File: src/rtl/common.sv
// -----------------------------------------------------------------------------
// common
// Shared types for the raster pipeline. raster_command_t is the opcode carried
// from the CPU command port through raster_cmd_queue to the rasterizer.
// -----------------------------------------------------------------------------
package common;

    typedef enum logic [2:0] {
        RC_NOP   = 3'd0,
        RC_CLEAR = 3'd1,
        RC_LINE  = 3'd2,
        RC_RECT  = 3'd3,
        RC_FILL  = 3'd4
    } raster_command_t;

endpackage

File: src/rtl/raster_cmd_queue.sv
// -----------------------------------------------------------------------------
// raster_cmd_queue
// Register-based FIFO that buffers raster commands posted by the CPU and hands
// them to the rasterizer one at a time, so a burst of commands can be queued
// while the rasterizer is busy with a long operation.
//
// Parameters:
//   DEPTH    number of queued commands (power of two, >= 2)
//   LEVEL_W  width of level, derived from DEPTH
//
// Ports:
//   clk, rst                 clock, synchronous active-high reset
//   push_valid/push_ready    CPU push handshake
//   push_command, push_colour, push_x0/y0/x1/y1   command fields to store
//   flush                    discard all queued commands
//   command, colour, x0/y0/x1/y1   head command presented to the rasterizer
//   execute_request          head is valid
//   gpu_ready                rasterizer takes the head this cycle
//   level                    number of stored commands (0..DEPTH)
//   overflow                 sticky: push attempted while push_ready was low
//
// Configuration macro:
//   RASTER_QUEUE_CLIP_EN     clamp x to 213 and y to 159 on push
// -----------------------------------------------------------------------------
module raster_cmd_queue #(
    parameter int DEPTH   = 8,
    parameter int LEVEL_W = $clog2(DEPTH) + 1
) (
    input  logic                   clk,
    input  logic                   rst,
    input  logic                   push_valid,
    output logic                   push_ready,
    input  common::raster_command_t push_command,
    input  logic [2:0]             push_colour,
    input  logic [7:0]             push_x0,
    input  logic [7:0]             push_y0,
    input  logic [7:0]             push_x1,
    input  logic [7:0]             push_y1,
    input  logic                   flush,
    output common::raster_command_t command,
    output logic [2:0]             colour,
    output logic [7:0]             x0,
    output logic [7:0]             y0,
    output logic [7:0]             x1,
    output logic [7:0]             y1,
    output logic                   execute_request,
    input  logic                   gpu_ready,
    output logic [LEVEL_W-1:0]     level,
    output logic                   overflow
);

    localparam int PTR_W = $clog2(DEPTH);
    localparam logic [PTR_W-1:0]   PTR_ONE   = PTR_W'(1);
    localparam logic [LEVEL_W-1:0] LEVEL_ONE = LEVEL_W'(1);
    localparam logic [LEVEL_W-1:0] LEVEL_MAX = LEVEL_W'(DEPTH);

    typedef struct packed {
        common::raster_command_t command;
        logic [2:0]              colour;
        logic [7:0]              x0;
        logic [7:0]              y0;
        logic [7:0]              x1;
        logic [7:0]              y1;
    } entry_t;

`ifdef RASTER_QUEUE_CLIP_EN
    // Framebuffer is 214 x 160; out-of-range coordinates are pinned to the edge.
    function automatic logic [7:0] clip_x(input logic [7:0] v);
        return (v > 8'd213) ? 8'd213 : v;
    endfunction

    function automatic logic [7:0] clip_y(input logic [7:0] v);
        return (v > 8'd159) ? 8'd159 : v;
    endfunction
`endif

    entry_t             mem_r [DEPTH];
    logic [PTR_W-1:0]   wr_ptr_r;
    logic [PTR_W-1:0]   rd_ptr_r;
    logic [LEVEL_W-1:0] count_r;
    logic               overflow_r;

    entry_t             push_entry_s;
    entry_t             head_s;
    logic               push_fire_s;
    logic               pop_fire_s;

    // Handshakes: push_ready deliberately ignores gpu_ready, so a full queue
    // refuses a push even in a cycle where it also pops.
    always_comb begin
        push_ready      = (count_r != LEVEL_MAX) & ~flush;
        execute_request = (count_r != {LEVEL_W{1'b0}});
        push_fire_s     = push_valid & push_ready;
        pop_fire_s      = execute_request & gpu_ready;
    end

    // Assemble the entry to be stored, optionally clipping coordinates.
    always_comb begin
        push_entry_s.command = push_command;
        push_entry_s.colour  = push_colour;
`ifdef RASTER_QUEUE_CLIP_EN
        push_entry_s.x0      = clip_x(push_x0);
        push_entry_s.y0      = clip_y(push_y0);
        push_entry_s.x1      = clip_x(push_x1);
        push_entry_s.y1      = clip_y(push_y1);
`else
        push_entry_s.x0      = push_x0;
        push_entry_s.y0      = push_y0;
        push_entry_s.x1      = push_x1;
        push_entry_s.y1      = push_y1;
`endif
    end

    // Head fields are a direct read of the oldest entry; rd_ptr only moves on
    // a pop, so they hold steady while execute_request waits for gpu_ready.
    always_comb begin
        head_s   = mem_r[rd_ptr_r];
        command  = head_s.command;
        colour   = head_s.colour;
        x0       = head_s.x0;
        y0       = head_s.y0;
        x1       = head_s.x1;
        y1       = head_s.y1;
        level    = count_r;
        overflow = overflow_r;
    end

    // Storage array write; contents need no reset since count gates validity.
    always_ff @(posedge clk) begin
        if (push_fire_s) begin
            mem_r[wr_ptr_r] <= push_entry_s;
        end
    end

    // Pointers, occupancy count and sticky overflow flag.
    always_ff @(posedge clk) begin
        if (rst) begin
            wr_ptr_r   <= {PTR_W{1'b0}};
            rd_ptr_r   <= {PTR_W{1'b0}};
            count_r    <= {LEVEL_W{1'b0}};
            overflow_r <= 1'b0;
        end else begin
            // flush is excluded: a refused push during flush is not an overflow
            if (push_valid & ~push_ready & ~flush) begin
                overflow_r <= 1'b1;
            end
            if (flush) begin
                // A pop in this cycle was already latched by the rasterizer.
                wr_ptr_r <= {PTR_W{1'b0}};
                rd_ptr_r <= {PTR_W{1'b0}};
                count_r  <= {LEVEL_W{1'b0}};
            end else begin
                if (push_fire_s) begin
                    wr_ptr_r <= wr_ptr_r + PTR_ONE;
                end
                if (pop_fire_s) begin
                    rd_ptr_r <= rd_ptr_r + PTR_ONE;
                end
                case ({push_fire_s, pop_fire_s})
                    2'b10:   count_r <= count_r + LEVEL_ONE;
                    2'b01:   count_r <= count_r - LEVEL_ONE;
                    default: count_r <= count_r;
                endcase
            end
        end
    end

endmodule

File: config.mk
export PLATFORM = sky130hd
export DESIGN_NAME = raster_cmd_queue
export DESIGN_NICKNAME = d
export VERILOG_FILES = /design/src/rtl/common.sv /design/src/rtl/raster_cmd_queue.sv
export SDC_FILE = /design/constraint.sdc
export NUM_CORES = 1
export LEC_CHECK = 0
export BUFFER_PORTS_ARGS = -buffer_cell sky130_fd_sc_hd__buf_2
export CAP_MARGIN = 20
export CORE_MARGIN = 10
export CORE_UTILIZATION = 43
export CTS_BUF_LIST = sky130_fd_sc_hd__clkbuf_16
export CTS_CLUSTER_SIZE = 12
export DETAILED_ROUTE_END_ITERATION = 8
export SYNTH_ARGS = -nofsm -noshare
export SYNTH_HDL_FRONTEND = slang
export SYNTH_SLANG_ARGS = --single-unit
File: constraint.sdc
create_clock -name clk -period 4.91 [get_ports clk]
set_input_delay 0.491 -clock clk [delete_from_list [all_inputs] [get_ports clk]]
set_output_delay 0.491 -clock clk [all_outputs]
set_load 0.05 [all_outputs]
==> summary.md <==
| Metric | Value |
|---|---|
| F_max | 0.289 GHz |
| Detailed Place HPWL | 14000 um |
| Final ANT Viol Nets | 0 |
| WL final | 23900 um |
| Initial antenna violation count | 2 |
| Via count | 5500 |
| Worst Hold Class | in -> reg |
| First-pass GRT wire length | 37300 um |
| Clock Sinks | 318 |
| Die W | 188 um |
| Crit Path Max Fanout | 37 |
| Hold_buf cts | 0 |
| CTS tree | done |
| Crit end category | output port |
| Register area | 9420 sq um |
| Drt pass-1 iters | 6 |
| Remaining DRCs | 0 |
| Cts repair resizes | 0 |
| Maxcap violations | 0 |
| Pin count of the biggest net entering global routing | 77 |
| H-tree Lvls | 2 |
| Synth Flop Type | edfxtp_1 |
| Vias in the first global route | 6188 |
| CP delay by family, top | multiplexers |
| Post-Syn Area | 12100 sq um |
| Number of buffers inserted by port buffering | 87 |
| Reg clk slew, reported paths | 60 ps |
| Mean Syn Cell Area | 23.3 sq um |
| Vias per cell | 5.29 |
| Hold Slack | 189 ps |
| Max-Slew Margin vs Limit | 0.499 |
| Initial Utilization | 0.436 |
| Synthesis Warnings | 0 |
| Leading area contributor after synthesis | edfxtp_1 |
| Period utilization | 0.704 |
| Worst-margin pin slew | 752 ps |
| Synth area leaders | edfxtp_1 75%, mux4_2 14%, mux2_2 3.6% |
| DIE AREA | 35200 sq um |
| Row cnt | 61 |
| Fill cells | 2261 |
| Grt total ovfl | 0 |
| Setup TNS Final | 0 ps |
| Worst setup SP type | flip-flop |
| CP Cell Sequence | buf_4 -> mux4_2 -> mux2_2 -> buf_2 |
| Longest Clk Path Bufs | 3 |
| Setup Viol. Count Final | 0 |
| Worst path arrival time | 2970 ps |
| Setup bufs post-CTS | 0 |
| Post-synth EDFFs | 304 |
| Mapped Nets | 568 |
| DR WL/cell | 23.0 um |
| Asr flop ratio synth | 0 |
| Critical Path RT | 4420 ps |
| Ratio of cells with drive above 1 in the final layout | 0.416 |
| Core area | 27800 sq um |
| Status | complete, no violations |
| Final clock skew | 18.5 ps |
| Post-synthesis register bit count | 318 |
| RSZ-0062 raised after global routing | no |
| LEAKAGE | 0.00456 uW |
| Commonest cells post-synth | 304 x edfxtp_1, 76 x mux4_2, 39 x mux2_2 |
| Boundary pin count | 88 |
| Area delta synth->final | 17.1% |
| Initial drt markers | 394 |
| CP max stage cell | dfxtp_4 |
| Multi-input gate area | 2610 sq um |
| PwrDens | 394 nW/um^2 |
| Die Span Y | 188 um |
| Critical Setup Path Class | reg -> out |
| Buf/Inv on CP | 2 |
| Worst skew pair latency | 510 ps |
| Final Hold Vio Count | 0 |
| Root Driver | clkbuf_16 |
| Gpl congestion | 0.714 |
| Slowest cell delay on critical path | 840 ps |
| Seq/Total Area, Yosys | 0.778 |
| Post-Synthesis Cells | 520 |
| Fin crit period | 3460 ps |
| VDD IR max | 299 uV |
| CTS Buf Count | 35 |
| Final nets | 685 |
| Distinct cell type count after synthesis | 31 |
| GRT Total Usage | 0.137 |
| Final Max Slew Viols | 0 |
| Most frequent cell after synthesis | edfxtp_1 |
| Top cell type's share of synthesized area | 0.754 |
-- flip-flops by register name, summed over array words and instances, names as in the netlist, named ones only --
register  cells
level         4
wr_ptr_r      3
rd_ptr_r      3
overflow      1
mem_r       304
-- worst reg2reg max path, stage by stage (launching register included) --
cell      delay [ps]
dfxtp_1          490
nor4b_2          120
nand2b_1         390
or2_1            450
nor2_4           550
buf_4            490
-- path summary, 6_finish.rpt --
path,startpoint,cells past startpoint,to,slack (ps)
setup / recovery,flip-flop,4,y0[4],1450
hold reg to reg,overflow,2,overflow,480
hold / removal,rst,2,overflow,190
setup reg to reg,level[0],5,mem_r[5][19],2070
-- cell families (layout without fill, tap and decap cells) --
kind of cell    after synthesis  in the layout  share of synthesized area
other cells                   0              1                          0
mux                         118            118                      0.180
compound gates                7              7                    0.00352
xor+xnor                      7              7                    0.00507
simple gates                 39             39                     0.0167
buf+inv                      26            167                     0.0117
fa+ha+maj                     5              5                    0.00517
flops                       318            318                      0.778
-- report_power, final --
group          leakage, uW  internal (uW)  switching, uW
registers          0.00286           2990           10.0
logic              0.00115           69.3            146
clock network     0.000551           1380            983
total              0.00456           4440           1140
-- placed cells by master, fill, tap and decap left out, types with 2 or more instances in the layout --
cell / synthesis / layout
dfxtp_4: 0 / 2
clkinv_1: 0 / 7
nor3_2: 0 / 4
nand2b_1: 3 / 3
nor2_4: 0 / 3
ha_1: 5 / 5
mux2i_1: 3 / 3
buf_4: 0 / 13
nand2_1: 5 / 5
or3_1: 2 / 2
edfxtp_1: 304 / 304
inv_1: 2 / 13
xor2_1: 6 / 6
clkinv_2: 0 / 3
nand3_1: 2 / 2
clkbuf_16: 0 / 36
nor2_1: 14 / 11
mux4_2: 76 / 76
dfxtp_1: 14 / 11
buf_2: 5 / 87
a21oi_1: 4 / 4
mux2_2: 39 / 39
buf_12: 0 / 2
-- per-stage QoR --
stage               instance area (sq um)  std cells  total power [uW]  utilization  setup WS [ps]
floorplan                           12100        520              3190            -            353
global placement                    13100        975              3270        0.470           1880
detailed placement                  13100        976              3280        0.471           1780
CTS                                 14100       1037              5650        0.508           1330
global route                        14200       1039              5780        0.510           1200
finish                              14200       1040              5580        0.510           1450
-- metal layers --
metal / up-vias / wire, um / track usage
met5: - / 13 / 0
met4: 2 / 401 / 0.0372
met3: 41 / 1190 / 0.0319
met2: 122 / 12000 / 0.226
met1: 2913 / 10300 / 0.178
li1: 2422 / - / -
-- final cells by class --
type | instances | share of cell area
inverters | 2 | 0.000530
diodes | 1 | 0.000177
repair buffers | 104 | 0.0432
multi-input cells | 176 | 0.184
well taps | 378 | 0.0334
clock inverters | 25 | 0.0102
flip-flops and latches | 318 | 0.665
clock buffers | 36 | 0.0636
No activity file was read; power rests on OpenSTA's default activity.
